## src/rtl/mem_access_stage.sv

```systemverilog
// mem_access_stage: MEM pipeline stage with pointer registers, req/ack memory handshake, forwarding and timeout.
//   Build option: STACK_LIMIT_CHECK_EN enables the stack-limit guard on pointer NUM_PTRS-1.
//   Ports: clock/reset (async, active-high); ex_* op from EX/MEM with ex_ready stall;
//   mem_* req/ack memory port; wb_valid/wb_out result to MEM/WB; ptr_out all pointers packed;
//   timeout_err and stack_ovf sticky error flags.
module mem_access_stage #(
  parameter int DATA_W = 8,
  parameter int ADDR_W = 16,
  parameter int NUM_PTRS = 4,
  parameter int PTR_SEL_W = 2,
  parameter logic [ADDR_W-1:0] STACK_RESET = '1,
  parameter int TIMEOUT_CYC = 64
`ifdef STACK_LIMIT_CHECK_EN
  , parameter logic [ADDR_W-1:0] STACK_LIMIT = ADDR_W'(16'h0100)
`endif
) (
  input  logic                       clock,
  input  logic                       reset,
  input  logic                       ex_valid,
  output logic                       ex_ready,
  input  logic [1:0]                 ex_op,
  input  logic [PTR_SEL_W-1:0]       ex_ptr_sel,
  input  logic [1:0]                 ex_ptr_mode,
  input  logic [1:0]                 ex_fwd_sel,
  input  logic [DATA_W-1:0]          ex_data,
  input  logic [DATA_W-1:0]          wb_data,
  input  logic [DATA_W-1:0]          wb_tm1_data,
  input  logic                       ex_ptr_wren,
  input  logic [ADDR_W-1:0]          ex_ptr_wdata,
  output logic                       mem_req,
  output logic                       mem_we,
  output logic [ADDR_W-1:0]          mem_addr,
  output logic [DATA_W-1:0]          mem_wdata,
  input  logic                       mem_ack,
  input  logic [DATA_W-1:0]          mem_rdata,
  output logic                       wb_valid,
  output logic [DATA_W-1:0]          wb_out,
  output logic [NUM_PTRS*ADDR_W-1:0] ptr_out,
  output logic                       timeout_err,
  output logic                       stack_ovf
);
  typedef enum logic {IDLE, ACCESS} state_t;
  state_t state, state_nxt;
  logic [ADDR_W-1:0] ptr [NUM_PTRS];
  logic [ADDR_W-1:0] cur, ea;
  logic [DATA_W-1:0] fwd, a_data;
  logic [PTR_SEL_W-1:0] a_sel;
  logic [1:0] a_mode;
  logic a_load;
  logic [31:0] cnt;
  logic acc, is_mem, hit, start, done, abort, tmo;
  assign ex_ready = state == IDLE;
  assign acc = ex_valid & ex_ready;
  assign is_mem = ex_op[0] ^ ex_op[1];
  assign cur = ptr[ex_ptr_sel];
  assign ea = ex_ptr_mode == 2'b10 ? cur - ADDR_W'(1) : cur;
  assign fwd = ex_fwd_sel == 2'b00 ? ex_data : ex_fwd_sel == 2'b01 ? wb_data : wb_tm1_data;
  // cnt holds (cycles spent in ACCESS - 1), so the abort lands on the TIMEOUT_CYC-th cycle.
  assign tmo = (TIMEOUT_CYC != 0) && (cnt == 32'(TIMEOUT_CYC - 1));
  assign start = acc & is_mem & ~hit;
  assign done = (state == ACCESS) & mem_ack;
  assign abort = (state == ACCESS) & ~mem_ack & tmo;
`ifdef STACK_LIMIT_CHECK_EN
  assign hit = acc & is_mem & (ex_ptr_sel == PTR_SEL_W'(NUM_PTRS - 1)) & (ea < STACK_LIMIT);
  always_ff @(posedge clock or posedge reset)
    if (reset) stack_ovf <= 1'b0;
    else if (hit) stack_ovf <= 1'b1;
`else
  assign hit = 1'b0;
  assign stack_ovf = 1'b0;
`endif
  always_comb begin
    state_nxt = state;
    state_nxt = state == IDLE ? (start ? ACCESS : IDLE) : (mem_ack | tmo) ? IDLE : ACCESS;
  end
  always_ff @(posedge clock or posedge reset)
    if (reset) state <= IDLE;
    else state <= state_nxt;
  always_ff @(posedge clock or posedge reset) begin
    if (reset) begin
      mem_req <= 1'b0;
      mem_we <= 1'b0;
      mem_addr <= '0;
      mem_wdata <= '0;
      wb_valid <= 1'b0;
      wb_out <= '0;
      timeout_err <= 1'b0;
      cnt <= '0;
      a_data <= '0;
      a_sel <= '0;
      a_mode <= '0;
      a_load <= 1'b0;
      for (int i = 0; i < NUM_PTRS; i++) ptr[i] <= (i == NUM_PTRS - 1) ? STACK_RESET : '0;
    end else begin
      wb_valid <= 1'b0;
      if (acc & (~is_mem | hit)) begin
        // Pass op, or a load/store squashed by the stack guard: single-cycle result.
        wb_valid <= 1'b1;
        wb_out <= is_mem ? '0 : ex_data;
        if (~is_mem & ex_ptr_wren) ptr[ex_ptr_sel] <= ex_ptr_wdata;
      end
      if (start) begin
        mem_req <= 1'b1;
        mem_we <= ex_op == 2'b10;
        mem_addr <= ea;
        mem_wdata <= fwd;
        a_data <= ex_data;
        a_sel <= ex_ptr_sel;
        a_mode <= ex_ptr_mode;
        a_load <= ex_op == 2'b01;
        cnt <= '0;
      end
      if (state == ACCESS) cnt <= cnt + 32'd1;
      if (done) begin
        mem_req <= 1'b0;
        mem_we <= 1'b0;
        wb_valid <= 1'b1;
        wb_out <= a_load ? mem_rdata : a_data;
        if (a_mode == 2'b01) ptr[a_sel] <= ptr[a_sel] + ADDR_W'(1);
        else if (a_mode == 2'b10) ptr[a_sel] <= ptr[a_sel] - ADDR_W'(1);
      end
      if (abort) begin
        mem_req <= 1'b0;
        mem_we <= 1'b0;
        wb_valid <= 1'b1;
        wb_out <= '0;
        timeout_err <= 1'b1;
      end
    end
  end
  for (genvar i = 0; i < NUM_PTRS; i++) begin : g_ptr
    assign ptr_out[i*ADDR_W +: ADDR_W] = ptr[i];
  end
endmodule
```

## config.mk

```make
export PLATFORM = sky130hd
export DESIGN_NAME = mem_access_stage
export DESIGN_NICKNAME = d
export VERILOG_FILES = /design/src/rtl/mem_access_stage.sv
export SDC_FILE = /design/constraint.sdc
export NUM_CORES = 1
export LEC_CHECK = 0
export CORE_UTILIZATION = 45
export DETAILED_ROUTE_END_ITERATION = 10
export HOLD_SLACK_MARGIN = 0.12
export PLACE_DENSITY_LB_ADDON = 0.08
export RECOVER_POWER = 50
export SKIP_LAST_GASP = 1
export SLEW_MARGIN = 30
export SYNTH_ARGS = -nofsm -noshare
export SYNTH_HDL_FRONTEND = slang
export SYNTH_SLANG_ARGS = --single-unit
```

## constraint.sdc

```tcl
create_clock -name clock -period 6 [get_ports clock]
set_clock_uncertainty 0.2 [all_clocks]
set_input_delay 1.2 -clock clock [delete_from_list [all_inputs] [get_ports clock]]
set_output_delay 1.2 -clock clock [all_outputs]
set_load 0.03 [all_outputs]
```

## Word-level counts from Yosys, hierarchy flattened

Cells that the tools add are included.

| word-level totals | value |
|---|---|
| register bits after elaboration | 146 |
| bits in latches | 0 |
| bits in writable memories | 0 |
| ROM bits | 0 |
| input port bits | 61 |
| logic and storage cells | 92 |
| memories | 0 |

| operators by class | value |
|---|---|
| $add $sub $neg | 4 |
| $mul | 0 |
| divide/modulo/power cells | 0 |
| order comparisons | 4 |
| eq/ne operators | 7 |
| shifts and indexed selects | 0 |
| mux-type cells | 40 |
| bitwise operators | 14 |
| reductions and logical operators | 6 |

Operator list:

| operator | count |
|---|---|
| 64-bit 2-to-1 mux | 5 |
| 64-bit bitwise mux | 3 |
| 16-bit 2-to-1 mux | 7 |
| 16-bit binary-select mux with 2-bit select | 2 |
| 16-bit demux with 2-bit select | 2 |
| 32-bit 2-to-1 mux | 2 |
| 8-bit 2-to-1 mux | 7 |
| 32-bit by 1-bit adder with 32-bit output, second input constant | 1 |
| 32-bit by 6-bit == test with 1-bit output, second input constant | 1 |
| 16-bit by 1-bit subtractor with 16-bit output, second input constant | 2 |
| 16-bit by 1-bit adder with 16-bit output, second input constant | 1 |
| 1-bit 2-to-1 mux | 12 |
| 1-bit AND | 7 |
| 2-bit by 1-bit == test with 1-bit output, second input constant | 3 |
| 2-bit == test, second input constant | 3 |
| 3-bit >= comparator, second input constant | 2 |
| 3-bit by 1-bit less-than comparator with 1-bit output, second input constant | 2 |
| 2-bit inverter with 3-bit output | 2 |
| 3-bit nonzero test | 2 |
| 1-bit inverter | 3 |
| 1-bit logical AND | 2 |
| 2-bit logical NOT | 1 |
| 2-bit nonzero test | 1 |
| 1-bit OR | 1 |
| 1-bit bitwise XOR | 1 |

## Logic depth before layout (Yosys ltp)

Gate-level depths: netlist of the first run.

| depth | value |
|---|---|
| depth in word-level cells | 12 |
| mapped depth | 12 |

## Worst setup path after synthesis of the first run

No wires, ideal clock.

| path | value |
|---|---|
| path type | input port to flip-flop |
| from | input port ex_ptr_sel[0] |
| to | register mem_addr[14] |
| setup time | 0.131 ns |
| arrival | 3.546 ns |
| data required time | 5.669 ns |
| slack | 2.123 ns |
| stages | 11 |
| path buffers | 1 |
| cells stage by stage | buf_6 > mux4_2 > inv_1 > ha_1 > nand3b_1 > or3_4 > or4b_4 > nor3_4 > nand2_1 > xor2_1 > o21ai_1 |

| between the ends | value |
|---|---|
| word-level cells in the longest chain between the ends | 6 |

Ends and longest elaborated chain:

| what | RTL line | text |
|---|---|---|
| start: declaration | 22 | `input logic [PTR_SEL_W-1:0] ex_ptr_sel,` |
| 2-bit inverter with 3-bit output (not written as such) (*) | 55 | `assign cur = ptr[ex_ptr_sel];` |
| 16-bit binary-select mux with 2-bit select (*) | 55 |  |
| 16-bit 2-to-1 mux (not written as such) (*) (2 in series) | 55 |  |
| 16-bit by 1-bit subtractor with 16-bit output | 56 | `assign ea = ex_ptr_mode == 2'b10 ? cur - ADDR_W'(1) : cur;` |
| 16-bit 2-to-1 mux (*) | 56 |  |
| end signal: assignment | 83 | `mem_addr <= '0;` |
| end signal: assignment | 105 | `mem_addr <= ea;` |
| end: declaration | 32 | `output logic [ADDR_W-1:0] mem_addr,` |

Every way passes the cells marked *; elsewhere a longest branch is shown, timed or not. The select of a mux whose other input is x is not followed.
A chain may end at the register's enable or synchronous reset.

## Worst setup path after layout of the first run

| path | value |
|---|---|
| from | input port ex_ptr_sel[0] |
| to | register mem_addr[12] |

Same word-level chain as after synthesis.

==> results of run 1 <==
metal layers:
metal / vias up / share of wire / routed length (um)
li1: 3898 / - / -
met5: - / 0 / 0
met2: 430 / 0.44 / 13200
met1: 4085 / 0.46 / 13800
met3: 51 / 0.084 / 2550
met4: 0 / 0.023 / 695
cell families (layout without fill, tap and decap cells):
logic type | count (synthesis) | count (layout) | synth area share
and+or+nand+nor | 382 | 382 | 0.196
AOI/OAI and AO/OA | 226 | 226 | 0.163
buffers and inverters | 72 | 218 | 0.0340
adders and majority gates | 6 | 6 | 0.00813
DFF | 146 | 146 | 0.398
muxes | 102 | 102 | 0.159
other | 1 | 1 | 0.000406
xor gates and xnor gates | 43 | 43 | 0.0416
critical path: cells and delay by family:
family / cells / cell delay (ns)
mux: 1 / 0.70
buf+inv: 2 / 0.99
xor+xnor: 1 / 0.13
simple gates: 4 / 1.28
compound gates: 1 / 0.07
final cells by class:
cell class              count  area [um2]  share of cell area
clock buffers              17         425              0.0365
clock inverters            15         205              0.0176
inverters                  10        38.8             0.00333
multi-input cells         760        5260               0.452
flip-flops and latches    146        3670               0.315
well taps                 270         338              0.0290
repair buffers            176        1710               0.147
placed cells by master (no fill, tap or decap), drive strengths merged, types with 12 or more instances in the layout:
master	count
clkbuf	21
mux4	33
dfrtp	130
dfstp	16
nand2	167
nor4	12
o211ai	14
a22oi	16
xnor2	17
nor2	81
o22ai	24
nor3	15
xor2	26
a21oi	30
a32oi	14
o21ai	71
dlygate4sd3	46
mux2i	65
inv	16
clkdlybuf4s50	115
nand3	51
worst max-delay path by stage:
| stage | end | slack, ns | depth (start not counted) |
|---|---|---|---|
| floorplan | a_data[0] | 0.70 | 1 |
| global placement | mem_addr[12] | 1.30 | 9 |
| finish | mem_addr[12] | 1.72 | 9 |
| detailed placement | mem_addr[12] | 1.26 | 9 |
| global route | ptr_out[11] | 1.18 | 3 |
| CTS | mem_addr[12] | 1.71 | 9 |
metrics by stage:
stage	area, um2	total power, mW	hold slack (ns)	utilization	std cells
final	11700	5.86	0.267	0.578	1394
after global routing	11700	6.17	0.297	0.578	1394
after CTS	11700	5.90	0.275	0.579	1394
after detailed placement	11000	4.74	0.258	0.547	1362
after global placement	11000	4.73	0.252	0.547	1362
after floorplan	9240	3.66	0.245	-	978
report_power, final:
part	switching, mW	internal [mW]	total [mW]	leakage, nW
logic	1.77	1.23	3.00	2.51
clock network	0.527	0.609	1.14	0.308
registers	0.374	1.35	1.72	1.80
total	2.67	3.18	5.86	4.61
sequential cells by signal (all words and copies together) (netlist names):
name and cells:
a_data 8, a_load 1, a_mode 2, a_sel 2, cnt 32, mem_addr 16, mem_req 1, mem_wdata 8
mem_we 1, ptr_out 64, state 1, timeout_err 1, wb_out 8, wb_valid 1
==> flow_metrics.env, run 1 <==
export IMPL_run_status="complete, but fails checks"
export IMPL_failed_checks="max-capacitance violations, max-slew violations"
export IMPL_die_width_um=145
export IMPL_tritoncts="yes"
export IMPL_synth_cell_count_leaders="166 x nand2_1, 130 x dfrtp_1, 79 x nor2_1"
export IMPL_final_setup_viol_count=0
export IMPL_postRouteAntennaNets=0
export IMPL_irDropWorstVdd_v=0.000365
export IMPL_pre_cts_ws_ns=1.26
export IMPL_endpoint_kind="flop"
export IMPL_top_count_cell_post_synth="nand2_1"
export IMPL_timing_worst_setup_path_type="primary input to flop"
export IMPL_ys_seq_elements=146
export IMPL_design_portCount=163
export IMPL_total_vias_in_the_final_route=8464
export IMPL_clock_latency_ns=0.44
export IMPL_area_delta_synth_final_pct=26.2
export IMPL_numCtsBuffers=17
export IMPL_std_cell_rows=52
export IMPL_diodes=0
export IMPL_netlist_area_um2=9240
export IMPL_postCtsResizedCells=0
export IMPL_netlist_area_leader_share=0.352
export IMPL_leakage_power_nw=4.61
export IMPL_routed_via_density=6.07
export IMPL_setup_tns_final_ns=0
export IMPL_global_route_peak_usage_layer="met1"
export IMPL_first_pass_grt_wire_length_mm=47.4
export IMPL_first_global_vias=7944
export IMPL_start_util=0.458
export IMPL_drt_initial_drc_count=729
export IMPL_synthCells=978
export IMPL_gr_usage_met3=0.0664
export IMPL_worst_setup_hold_path_clk_slew_ns=0.07
export IMPL_port_buffers=161
export IMPL_synth_net_count=1045
export IMPL_synth_avg_cell_area_um2=9.44
export IMPL_worstPathCellList="clkdlybuf4s50_1, buf_4, mux4_1, or3_4, or4b_4, nor3_4, nand2_1, xor2_1, o21ai_1"
export IMPL_synth_top_cells_by_area="dfrtp_1 35%, mux2i_1 7.0%, nand2_1 6.7%, mux4_2 5.9%, dfstp_2 4.6%"
export IMPL_global_route_usage_total=0.292
export IMPL_drive_above_1_share=0.107
export IMPL_worst_r2r_startpoint="a_sel[0]"
export IMPL_drt_wirelength_per_cell_um=21.7
export IMPL_unrepaired_setup_endpoints_after_global_routing="no"
export IMPL_finalNetCount=1178
export IMPL_worst_r2r_setup_slack_ns=2.17
export IMPL_drt_first_pass_iters=7
export IMPL_fp_dieArea_um2=21100
export IMPL_critPathSlowestCell="mux4_1"
export IMPL_holdBufCountCts=0
export IMPL_gp_routability_congestion=0.964
export IMPL_pin_count_of_the_biggest_net_entering_global_routing=66
export IMPL_grt_met1_usage=0.434
export IMPL_yosysSeqAreaShare=0.398
export IMPL_yosys_most_used_dff="dfrtp_1"
export IMPL_setup_crit_start="ex_ptr_sel[0]"
export IMPL_ctsRootBufferMaster="clkbuf_16"
export IMPL_period_share=0.714
export IMPL_hold_viol_final=0
export IMPL_asyncSetResetFlopFracSynth=1.00
export IMPL_report_final_slew_viol_count=60
export IMPL_synth_warnings=0
export IMPL_worstPathArrival_ns=4.38
export IMPL_layout_filler_cells=1807
export IMPL_reg2reg_depth=8
export IMPL_antenna_found_initial=0
export IMPL_cts_num_sinks=146
export IMPL_worstPathMaxFanout=19
export IMPL_grt_util_met2=0.420
export IMPL_whs_path_depth=1
export IMPL_tightestPinTransition_ns=2.58
export IMPL_max_cap_violations=1
export IMPL_timing_slew_headroom=-0.727
export IMPL_hpwlAfterDp_mm=21.3
export IMPL_synth_top_cell_by_area="dfrtp_1"
export IMPL_critical_path_max_stage_delay_ns=0.70
export IMPL_worst_r2r_dst="ptr_out[15]"
export IMPL_final_setup_worst_slack_ns=1.72
export IMPL_post_cts_repair_setup_buffers=0
export IMPL_postRouteWirelength_mm=30.2
export IMPL_grt_overflow_total=0
export IMPL_timing_hold_worst_class="flop to flop"
export IMPL_drc=0
export IMPL_timing_critical_path_from_type="primary input"
export IMPL_cts_htree_levels=4
export IMPL_min_period_ns=4.28
export IMPL_synth_edff_count=0
export IMPL_fmax_ghz=0.233
export IMPL_timing_hold_worst_endpoint="timeout_err"
export IMPL_chipHeight_um=145
export IMPL_core_um2=20200
export IMPL_post_synth_num_cell_types=61
export IMPL_power_per_cell_area_nw_per_um2=502
export IMPL_required_ns=6.10
export IMPL_hold_path_startpoint="timeout_err"
export IMPL_max_clock_path_buffers=2
No activity file was read; power rests on OpenSTA's default activity.
==> inputs of run 2 (changes only) <==
clock period = 3.78 ns   (was 6 ns; I/O delays follow)
==> flow_metrics.env, run 2 (synthesized netlist as in run 1, its figures left out) <==
export IMPL_run_status="finished clean"
export IMPL_clock_latency_ns=0.43
export IMPL_tritoncts="yes"
export IMPL_layout_filler_cells=1807
export IMPL_max_cap_violations=0
export IMPL_layout_commonest_cell="nand2_1"
export IMPL_pin_count_of_the_biggest_net_entering_global_routing=68
export IMPL_drive_above_1_share=0.145
export IMPL_whs_path_depth=1
export IMPL_worst_r2r_setup_slack_ns=0.40
export IMPL_first_global_vias=8322
export IMPL_global_route_usage_total=0.301
export IMPL_min_period_ns=3.39
export IMPL_tightestPinTransition_ns=1.37
export IMPL_stdcell_count=1445
export IMPL_worstPathArrival_ns=3.54
export IMPL_hpwlAfterDp_mm=22.3
export IMPL_timing_hold_worst_class="flop to flop"
export IMPL_first_pass_grt_wire_length_mm=49.0
export IMPL_cts_num_sinks=146
export IMPL_drt_first_pass_iters=5
export IMPL_post_cts_repair_setup_buffers=0
export IMPL_finalNetCount=1229
export IMPL_numCtsBuffers=17
export IMPL_pre_cts_ws_ns=-0.377
export IMPL_report_final_slew_viol_count=0
export IMPL_postCtsResizedCells=0
export IMPL_irDropWorstVdd_v=0.000466
export IMPL_final_setup_viol_count=0
export IMPL_postRouteAntennaNets=0
export IMPL_cts_htree_levels=4
export IMPL_grt_overflow_total=0
export IMPL_chipHeight_um=145
export IMPL_period_share=0.896
export IMPL_layout_core_utilization=0.597
export IMPL_design_portCount=163
export IMPL_max_clock_path_buffers=2
export IMPL_std_cell_rows=52
export IMPL_reg2reg_depth=7
export IMPL_hold_viol_final=0
export IMPL_timing_slew_headroom=0.0803
export IMPL_timing_hold_worst_endpoint="timeout_err"
export IMPL_postRouteWirelength_mm=30.7
export IMPL_core_um2=20200
export IMPL_mostFrequentLayoutCells="166 x nand2_1, 130 x dfrtp_1, 112 x clkdlybuf4s50_1"
export IMPL_drc=0
export IMPL_worst_r2r_dst="ptr_out[15]"
export IMPL_area_delta_synth_final_pct=30.3
export IMPL_port_buffers=161
export IMPL_antenna_found_initial=0
export IMPL_worstPathMaxFanout=4
export IMPL_start_util=0.458
export IMPL_total_power_mw=9.41
export IMPL_die_width_um=145
export IMPL_drt_wirelength_per_cell_um=21.2
export IMPL_leakage_power_nw=4.86
export IMPL_hold_path_startpoint="timeout_err"
export IMPL_endpoint_kind="flop"
export IMPL_largest_reg_flops=64
export IMPL_power_per_cell_area_nw_per_um2=782
export IMPL_diodes=0
export IMPL_placed_insts=1413
export IMPL_holdBufCountCts=0
export IMPL_worst_setup_hold_path_clk_slew_ns=0.07
export IMPL_worst_r2r_startpoint="a_sel[1]"
export IMPL_timing_worst_setup_path_type="primary input to flop"
export IMPL_routed_via_density=6.01
export IMPL_ctsRootBufferMaster="clkbuf_16"
export IMPL_fmax_ghz=0.295
export IMPL_unrepaired_setup_endpoints_after_global_routing="no"
export IMPL_required_ns=3.93
export IMPL_gp_routability_congestion=0.957
export IMPL_total_vias_in_the_final_route=8685
export IMPL_timing_critical_path_from_type="primary input"
export IMPL_final_setup_worst_slack_ns=0.392
export IMPL_drt_initial_drc_count=759
export IMPL_fp_dieArea_um2=21100
[run 2: how the worst max path moves through the flow]
stage | from | to | slack, ns
final | ex_ptr_sel[1] | mem_addr[12] | 0.39
after detailed placement | ex_ptr_sel[0] | mem_addr[12] | -0.38
after floorplan | ex_ptr_sel[0] | mem_addr[14] | 0.35
after global routing | reset | mem_req | 0.15
after CTS | ex_ptr_sel[0] | mem_addr[12] | 0.04
after global placement | ex_ptr_sel[0] | mem_addr[14] | -0.30
[run 2: cell type report]
class	instances	area, um2	area share
multi-input cells	760	5260	0.437
flip-flops and latches	146	3670	0.305
repair buffers	227	2150	0.179
clock buffers	20	447	0.0371
well taps	270	338	0.0281
clock inverters	12	124	0.0103
inverters	10	38.8	0.00322
[run 2: metrics by stage]
| stage | setup TNS, ns | instance area, um2 | hold WS (ns) |
|---|---|---|---|
| after CTS | 0 | 12100 | 0.277 |
| after floorplan | 0 | 9240 | 0.245 |
| after detailed placement | -1.31 | 11500 | 0.260 |
| after global placement | -0.972 | 11500 | 0.256 |
| after global routing | 0 | 12000 | 0.299 |
| final | 0 | 12000 | 0.267 |
[run 2: routing by layer]
layer	share of wire	GRT usage	wire length, um	vias to the layer above
li1	-	-	-	4006
met1	0.46	0.449	14100	4200
met2	0.44	0.440	13500	441
met3	0.082	0.0638	2520	38
met4	0.018	0.0821	556	0
met5	0	0	0	-
[run 2: where the power goes]
group / internal, mW / switching, mW / leakage [nW]
clock network: 0.939 / 0.751 / 0.271
registers: 2.14 / 0.624 / 1.80
logic: 2.12 / 2.84 / 2.79
[run 2: critical path, cell delays in order]
cell and delay [ns]:
clkdlybuf4s50_1 0.56, mux4_2 0.34, inv_1 0.08, ha_1 0.14
nand3b_1 0.14, or3_4 0.41, or4b_4 0.54, nor3_4 0.21
nand2_1 0.10, xor2_1 0.15, o21ai_1 0.11
==> inputs of run 3 (changes only) <==
CTS_BUF_LIST = sky130_fd_sc_hd__clkbuf_8   (was not set)
==> flow_metrics.env, run 3 (synthesized netlist as in run 1, its figures left out) <==
export IMPL_final_layout_worst_hold_slack_ns=0.272
export IMPL_final_setup_viol_count=0
export IMPL_leakage_power_nw=4.76
export IMPL_design_portCount=163
export IMPL_diodes=0
export IMPL_pre_cts_ws_ns=-0.377
export IMPL_fmax_ghz=0.273
export IMPL_first_global_vias=8274
export IMPL_largest_reg_flops=64
export IMPL_routed_via_density=5.96
export IMPL_gp_routability_congestion=0.957
export IMPL_post_route_cell_area_um2=11800
export IMPL_hold_viol_final=0
export IMPL_switching_share=0.463
export IMPL_antenna_found_initial=0
export IMPL_numCtsBuffers=17
export IMPL_start_util=0.458
export IMPL_worstPathArrival_ns=3.86
export IMPL_intPower_mw=4.82
export IMPL_setup_crit_start="ex_ptr_sel[0]"
export IMPL_postRouteWirelength_mm=30.5
export IMPL_final_setup_worst_slack_ns=0.116
export IMPL_setup_tns_final_ns=0
export IMPL_timing_slew_headroom=0.0142
export IMPL_core_um2=20200
export IMPL_grt_overflow_total=0
export IMPL_worstPathCellList="clkdlybuf4s50_1, buf_4, mux4_2, inv_1, ha_1, nand3b_1, or3_4, or4b_4, nor3_4, nand2_1, xor2_1, o21ai_1"
export IMPL_cts_num_sinks=146
export IMPL_die_width_um=145
export IMPL_area_delta_synth_final_pct=28.0
export IMPL_seq_power_share=0.308
export IMPL_global_route_usage_total=0.299
export IMPL_clock_latency_ns=0.47
export IMPL_timing_hold_worst_class="flop to flop"
export IMPL_power_per_cell_area_nw_per_um2=758
export IMPL_reg2reg_depth=7
export IMPL_first_pass_grt_wire_length_mm=48.7
export IMPL_pwr_share_clk=0.138
export IMPL_post_cts_repair_setup_buffers=0
export IMPL_drt_initial_drc_count=784
export IMPL_postRouteAntennaNets=0
export IMPL_drt_first_pass_iters=8
export IMPL_irDropWorstVdd_v=0.000521
export IMPL_detailed_place_area_um2=11500
export IMPL_hpwlAfterDp_mm=22.3
export IMPL_worst_r2r_startpoint="a_sel[1]"
export IMPL_port_buffers=161
export IMPL_tightestPinTransition_ns=1.48
export IMPL_layout_commonest_cell="nand2_1"
export IMPL_layout_filler_cells=1838
export IMPL_crit_path_end="mem_addr[12]"
export IMPL_total_vias_in_the_final_route=8619
export IMPL_total_power_mw=8.96
export IMPL_report_final_slew_viol_count=0
export IMPL_min_period_ns=3.66
export IMPL_pin_count_of_the_biggest_net_entering_global_routing=68
export IMPL_critPathSlowestCell="clkdlybuf4s50_1"
export IMPL_period_share=0.969
export IMPL_timing_worst_setup_path_type="primary input to flop"
export IMPL_worst_setup_hold_path_clk_slew_ns=0.09
export IMPL_finalNetCount=1229
export IMPL_max_clock_path_buffers=2
export IMPL_mostFrequentLayoutCells="166 x nand2_1, 130 x dfrtp_1, 124 x clkdlybuf4s50_1"
export IMPL_worst_r2r_dst="ptr_out[15]"
export IMPL_fp_dieArea_um2=21100
export IMPL_worst_r2r_setup_slack_ns=0.42
export IMPL_postCtsResizedCells=0
export IMPL_timing_critical_path_from_type="primary input"
export IMPL_sw_pwr_mw=4.14
export IMPL_required_ns=3.97
export IMPL_drive_above_1_share=0.144
export IMPL_tritoncts="yes"
export IMPL_drt_wirelength_per_cell_um=21.1
export IMPL_unrepaired_setup_endpoints_after_global_routing="no"
export IMPL_chipHeight_um=145
export IMPL_drc=0
export IMPL_pwr_share_comb=0.554
export IMPL_run_status="finished clean"
export IMPL_ctsRootBufferMaster="clkbuf_8"
export IMPL_std_cell_rows=52
export IMPL_critical_path_max_stage_delay_ns=0.55
export IMPL_max_cap_violations=0
export IMPL_endpoint_kind="flop"
export IMPL_cts_htree_levels=4
export IMPL_worstPathMaxFanout=3
export IMPL_holdBufCountCts=0
-- run 3: layer usage --
| metal | GRT usage | part of all wire |
|---|---|---|
| met2 | 0.443 | 0.44 |
| met3 | 0.0588 | 0.085 |
| met1 | 0.446 | 0.46 |
| met5 | 0 | 0 |
| met4 | 0.0753 | 0.017 |
-- run 3: metrics by stage --
step	cells	utilization
5_1_grt	1445	0.586
3_5_place_dp	1413	0.569
2_1_floorplan	978	-
4_1_cts	1445	0.588
3_3_place_gp	1413	0.569
6_report	1445	0.586
-- run 3: critical path: cells and delay by family --
kind,cells,cell delay (ns)
AND/OR/NAND/NOR,5,1.42
buffers and inverters,3,0.78
multiplexers,1,0.50
XOR/XNOR,1,0.15
adder cells (fa/ha/maj),1,0.14
AO/OA/AOI/OAI,1,0.11
-- run 3: worst min-delay path by stage --
stage / to / slack (ns) / cells after the start / start
5_1_grt: a_data[1] / 0.31 / 2 / a_data[1]
2_1_floorplan: a_data[0] / 0.24 / 2 / a_data[0]
3_3_place_gp: timeout_err / 0.26 / 1 / timeout_err
3_5_place_dp: timeout_err / 0.26 / 1 / timeout_err
4_1_cts: timeout_err / 0.28 / 1 / timeout_err
6_report: timeout_err / 0.27 / 1 / timeout_err
-- run 3: power groups by stage --
| stage | registers, mW | clock network, mW | logic, mW |
|---|---|---|---|
| after floorplan | 3.47 | 0 | 2.33 |
| after detailed placement | 2.77 | 0 | 4.98 |
| after global routing | 2.83 | 1.33 | 5.33 |
| final | 2.76 | 1.24 | 4.97 |
| after CTS | 2.74 | 1.27 | 5.01 |
| after global placement | 2.78 | 0 | 4.96 |
-- run 3: area by class of cell --
class	count	area, um2	area share
Timing Repair Buffer	227	2140	0.181
Clock buffer	18	248	0.0209
Multi-Input combinational cell	760	5260	0.445
Inverter	10	38.8	0.00328
Sequential cell	146	3670	0.311
Tap cell	270	338	0.0286
Clock inverter	14	131	0.0111
==> RTL change 1, RTL diff (settings of run 1) <==
Register the output `timeout_err` once more, with the module's reset; this adds one clock of latency there. The other outputs are not delayed to match.
--- a/src/rtl/mem_access_stage.sv
+++ b/src/rtl/mem_access_stage.sv
@@ -41,4 +41,6 @@
 );
   typedef enum logic {IDLE, ACCESS} state_t;
+
+  logic timeout_err_s0;
   state_t state, state_nxt;
   logic [ADDR_W-1:0] ptr [NUM_PTRS];
@@ -85,5 +87,5 @@
       wb_valid <= 1'b0;
       wb_out <= '0;
-      timeout_err <= 1'b0;
+      timeout_err_s0 <= 1'b0;
       cnt <= '0;
       a_data <= '0;
@@ -125,5 +127,5 @@
         wb_valid <= 1'b1;
         wb_out <= '0;
-        timeout_err <= 1'b1;
+        timeout_err_s0 <= 1'b1;
       end
     end
@@ -132,3 +134,11 @@
     assign ptr_out[i*ADDR_W +: ADDR_W] = ptr[i];
   end
+  always_ff @(posedge clock or posedge reset) begin
+    if (reset) begin
+      timeout_err <= '0;
+    end else begin
+      timeout_err <= timeout_err_s0;
+    end
+  end
+
 endmodule
Behaviour: no difference found for any inputs over 4 cycles, from zero or initial values and one cycle with reset high; that may be too few to reach the edited logic, so the function may still have changed.
==> RTL change 1 against run 1 <==
Total power shrank 0.56%; setup slack worse by 170 ps; design area barely moved; die area increased by 0.27%; cell count about the same; area after synthesis rose by 0.27%; the run still ends with max-capacitance violations, max-slew violations left; critical endpoint is now mem_addr[14]; hold slack got worse by 95 ps; largest cell class unchanged; utilization decreased by 0.24 points; routed wire length down 1.0%; sequential cell count is 1 higher; fmax decreased by 3.9%; sequential share of layout area is 0.24 points higher; register-to-register slack gained 60 ps.
==> RTL change 1: results (changes against run 1) <==
set qor(violations_in_the_final_reports) {max-capacitance violations, max-slew violations}
set qor(first_global_vias) 8095 ;# +1.9%
set qor(pre_cts_slack_ps) 1120 ;# -142 ps
set qor(maxCapViolCount) 1 ;# unchanged
set qor(grt.met1_usage) 0.413 ;# -0.0213
set qor(r2r.worst_path.cells) 8 ;# unchanged
set qor(final_hold_slack_ps) 172 ;# -95.0 ps
set qor(hold_path_depth) 0 ;# -1
set qor(worst_r2r_startpoint) {a_sel[0]}
set qor(area_growth_syn_to_layout_pct) 25.8
set qor(cts_buffers) 17 ;# unchanged
set qor(hold-path-endpoint) {timeout_err}
set qor(grt_use_total) 0.288 ;# -0.00417
set qor(power_report.internal_total_mw) 3.21 ;# +0.96%
set qor(hold_path_origin) {timeout_err_s0}
set qor(detailedRoute.firstIterationViolations) 751 ;# +3.0%
set qor(worst_r2r_endpoint) {ptr_out[15]}
set qor(globalplace.congestion) 0.957 ;# -0.70%
set qor(synthTopCellsByCount) {nand2_1 (166), dfrtp_1 (131), nor2_1 (79), o21ai_0 (67), mux2i_1 (65)}
set qor(routedWlPerCell_um) 21.4 ;# -1.1%
set qor(post_synth_main_area_contributors) {dfrtp_1 (35%), mux2i_1 (7.0%), nand2_1 (6.7%), mux4_2 (5.8%), dfstp_2 (4.5%)}
set qor(outcome) {finished with violations}
set qor(firstDrtPassIters) 5 ;# -2
set qor(routed_via_density) 6.11 ;# +0.57%
set qor(timing_max_transition_violations_final) 70 ;# +17%
set qor(largest_register_ffs) 64 ;# unchanged
set qor(final_layout_size_suffix_gt1_frac) 0.106 ;# -0.000984
set qor(fraction_of_met2_tracks_used_by_global_routing) 0.420 ;# unchanged
set qor(r2r_setup_slack_ps) 2230 ;# +60 ps
set qor(yosys_warnings) 0 ;# unchanged
set qor(diodes) 0 ;# unchanged
set qor(cts_htree_levels) 4 ;# unchanged
set qor(crit_path_max_fanout) 22 ;# +3
set qor(clk-insertion-delay-late_ps) 430
set qor(maximum_number_of_pins_on_one_net_before_global_route_repair) 70 ;# +6.1%
set qor(antenna_found_initial) 0 ;# unchanged
set qor(leakagePower_nw) 4.59 ;# -0.37%
set qor(critPathArrivalTime_ps) 4560 ;# +180 ps
set qor(net_count_reported_at_finish) 1180 ;# +0.17%
set qor(syn_nets) 1046 ;# +0.096%
set qor(first_pass_grt_wire_length_um) 47000 ;# -0.86%
set qor(clock_path_buffers) 2 ;# unchanged
set qor(post-dp-hpwl_um) 21300 ;# -0.23%
set qor(post-cts-setup-buffers) 0 ;# unchanged
set qor(yosysUniqueCellTypes) 61 ;# unchanged
set qor(ir_worst_vdd_mv) 0.357 ;# -2.1%
set qor(port_buffers) 161 ;# unchanged
set qor(worst_slew_pin_slew_ps) 3110 ;# +533 ps
set qor(postSynth.asyncResetShare) 1.00 ;# unchanged
set qor(hold_class) {flop to flop}
set qor(seq_area_frac_synth) 0.399 ;# +0.00163
set qor(clk_pin_slew_ps) 60
set qor(cts_resized) 0 ;# unchanged
set qor(use_met3) 0.0850 ;# +0.0186
set qor(clockRootBuffer) {clkbuf_16}
-- RTL change 1: per-layer routing --
| layer | part of all wire | wire (µm) | up-vias |
|---|---|---|---|
| met3 | 0.092 | 2750 | 57 |
| met2 | 0.44 | 13000 | 421 |
| met4 | 0.023 | 676 | 0 |
| met5 | 0 | 0 | - |
| li1 | - | - | 3905 |
| met1 | 0.45 | 13400 | 4135 |
-- RTL change 1: logic make-up after synthesis --
logic type,count (synthesis),synth area share
AOI/OAI and AO/OA,226,0.163
adders and majority gates,6,0.00811
DFF,147,0.399
other,1,0.000405
and+or+nand+nor,382,0.195
muxes,102,0.159
xor gates and xnor gates,43,0.0415
buffers and inverters,72,0.0339
-- RTL change 1: layout make-up --
cell class	count	area [µm²]
multi-input combinational	760	5260
fill	1808	8590
clock inverter	12	145
inverter	10	38.8
sequential	147	3700
clock buffer	19	443
tap	270	338
timing repair buffer	177	1720
-- RTL change 1: worst max path at each step --
| stage | from | end | slack, ps | depth (start not counted) |
|---|---|---|---|---|
| 3_5_place_dp | ex_ptr_sel[0] | mem_addr[12] | 1120 | 12 |
| 4_1_cts | ex_ptr_sel[0] | mem_addr[12] | 1550 | 12 |
| 2_1_floorplan | reset | a_data[0] | 680 | 1 |
| 5_1_grt | reset | mem_addr[12] | 970 | 3 |
| 6_report | ex_ptr_sel[0] | mem_addr[14] | 1540 | 12 |
| 3_3_place_gp | ex_ptr_sel[0] | mem_addr[14] | 1170 | 12 |
-- RTL change 1: worst max-delay path: stages --
cell and delay (ps):
clkdlybuf4s50_1 450, buf_4 360, mux4_1 680, inv_1 90
ha_1 140, nand3b_1 110, or3_4 410, or4b_4 550
nor3_4 250, nand2_1 90, xor2_1 140, o21ai_1 70
-- RTL change 1: power by group through the flow --
stage | clock network [mW] | logic (mW) | registers, mW
after global routing | 1.15 | 3.19 | 1.80
after detailed placement | 0 | 3.00 | 1.75
after global placement | 0 | 2.97 | 1.76
after CTS | 1.11 | 3.01 | 1.74
final | 1.09 | 2.98 | 1.75
after floorplan | 0 | 1.47 | 2.19
-- RTL change 1: through the flow --
step	instances	instance area [µm²]	power (mW)
after floorplan	979	9260	3.66
after global placement	1364	11100	4.73
after detailed placement	1364	11100	4.75
after CTS	1395	11700	5.86
after global routing	1395	11600	6.13
final	1395	11600	5.82
==> RTL change 2, RTL diff (config.mk and constraints of run 1) <==
Made on the original files. Add a define of `STACK_LIMIT_CHECK_EN`.
--- a/src/rtl/mem_access_stage.sv
+++ b/src/rtl/mem_access_stage.sv
@@ -4,4 +4,6 @@
 //   mem_* req/ack memory port; wb_valid/wb_out result to MEM/WB; ptr_out all pointers packed;
 //   timeout_err and stack_ovf sticky error flags.
+`define STACK_LIMIT_CHECK_EN
+
 module mem_access_stage #(
   parameter int DATA_W = 8,
Function: changed (Yosys sat finds a counterexample within 4 cycles, from zero or initial values and one cycle with reset high).
==> RTL change 2 against run 1 <==
The run still ends with max-capacitance violations, max-slew violations left; utilization is 0.75 points higher; hold slack better by 4.7 ps; routed wire length is 0.47% higher; setup slack worse by 740 ps; design area grew 2.9%; area after synthesis up 3.3%; sequential cell count is 1 higher; count of clock-buffer cells in the layout stayed put; total power up 8.0%; largest power group unchanged.
==> RTL change 2: results (changes against run 1) <==
set qor(syn_nets) 1027 ;# -1.7%
set qor(post-dp-hpwl_um) 21900 ;# +2.7%
set qor(clk_pin_slew_ps) 70 ;# about the same
set qor(outcome) {finished with violations}
set qor(post_synth_main_area_contributors) {dfrtp_1 (34%), mux2i_1 (7.1%), mux4_2 (6.6%), dfstp_2 (4.4%), mux2_2 (4.3%)}
set qor(fraction_of_met2_tracks_used_by_global_routing) 0.465 ;# +0.0447
set qor(cts_htree_levels) 4 ;# unchanged
set qor(fillerInstances) 1777 ;# -1.7%
set qor(route.vias.total) 8630 ;# +2.0%
set qor(max_stage_delay_ps) 740 ;# +40 ps
set qor(total_switching_power_mw) 2.94 ;# +9.9%
set qor(port_buffers) 162 ;# +0.62%
set qor(detailedRoute.firstIterationViolations) 703 ;# -3.6%
set qor(routed_wirelength_um) 30300 ;# +0.47%
set qor(synthTopCellsByCount) {dfrtp_1 (131), nor2_1 (84), nand2_1 (80), mux2i_1 (68), o21ai_0 (45)}
set qor(leakagePower_nw) 4.64 ;# +0.61%
set qor(yosysUniqueCellTypes) 67 ;# +9.8%
set qor(globalplace.congestion) 0.996 ;# +3.4%
set qor(timing_max_transition_violations_final) 87 ;# +45%
set qor(r2r_setup_slack_ps) 2040 ;# -130 ps
set qor(maxCapViolCount) 1 ;# unchanged
set qor(seq_area_frac_synth) 0.388 ;# -0.00990
set qor(firstDrtPassIters) 6 ;# -1
set qor(worst_slew_pin_slew_ps) 3320 ;# +746 ps
set qor(violations_in_the_final_reports) {max-capacitance violations, max-slew violations}
set qor(use_met3) 0.0685 ;# +0.00217
set qor(net_count_reported_at_finish) 1173 ;# -0.42%
set qor(final_layout_size_suffix_gt1_frac) 0.147 ;# +0.0407
set qor(crit_path_max_fanout) 21 ;# +2
set qor(grt_use_total) 0.285 ;# -0.00707
set qor(ir_worst_vdd_mv) 0.303 ;# -17%
set qor(pre_cts_slack_ps) 493 ;# -771 ps
set qor(critPathArrivalTime_ps) 5180 ;# +800 ps
-- RTL change 2: cell types whose count changed after synthesis, sizes merged, moves of 8 or more --
| cell | change |
|---|---|
| a31oi | +13 |
| inv | +8 |
| mux2 | +40 |
| nand2 | -87 |
| nand2b | +8 |
| nand3 | -15 |
| nand4 | +8 |
| nor3 | +11 |
| o211ai | -14 |
| o21ai | -21 |
| or4 | +9 |
| xnor2 | +11 |
-- RTL change 2: power by group through the flow --
stage          combinational [mW]  clock, mW  sequential [mW]
2_1_floorplan                1.74          0             2.29
3_3_place_gp                 3.41          0             1.85
3_5_place_dp                 3.43          0             1.86
4_1_cts                      3.45       1.08             1.84
5_1_grt                      3.65       1.12             1.89
6_report                     3.42       1.06             1.85
-- RTL change 2: kinds of logic after synthesis --
group,count (synthesis),synth area share
fa+ha+maj,6,0.00787
flops,147,0.388
mux,144,0.203
simple gates,333,0.174
buf+inv,76,0.0366
compound gates,196,0.137
xor+xnor,58,0.0533
-- RTL change 2: layout make-up --
cell class / count / area share
multi-input cells: 737 / 0.460
clock buffers: 17 / 0.0355
inverters: 18 / 0.00563
flip-flops and latches: 147 / 0.308
clock inverters: 15 / 0.0122
repair buffers: 185 / 0.150
well taps: 270 / 0.0282
-- RTL change 2: tightest hold or removal path, delay by kind of cell (launching register included) --
kind | cells | cell delay (ps)
AND/OR/NAND/NOR | 2 | 100
flip-flops | 1 | 340
-- RTL change 2: per-stage QoR --
stage / util / cell area, µm² / std cells
after floorplan: - / 9540 / 960
after global placement: 0.558 / 11400 / 1357
after global routing: 0.585 / 12000 / 1389
final: 0.585 / 12000 / 1389
after CTS: 0.586 / 12000 / 1389
after detailed placement: 0.558 / 11400 / 1357
-- RTL change 2: final timing paths --
check | start | endpoint | cells after the start
setup / recovery | ex_ptr_sel[0] | cnt[19] | 11
max in group asynchronous | reset | ptr_out[36] | 3
min in group asynchronous | reset | cnt[19] | 2
setup reg to reg | a_sel[1] | ptr_out[25] | 8
hold reg to reg | mem_req | mem_req | 2
hold / removal | mem_req | mem_req | 2
-- RTL change 2: layer usage --
layer | up-vias | share of wire
met1 | 4254 | 0.40
met4 | 0 | 0.027
met5 | - | 0
met2 | 392 | 0.49
li1 | 3923 | -
met3 | 61 | 0.080
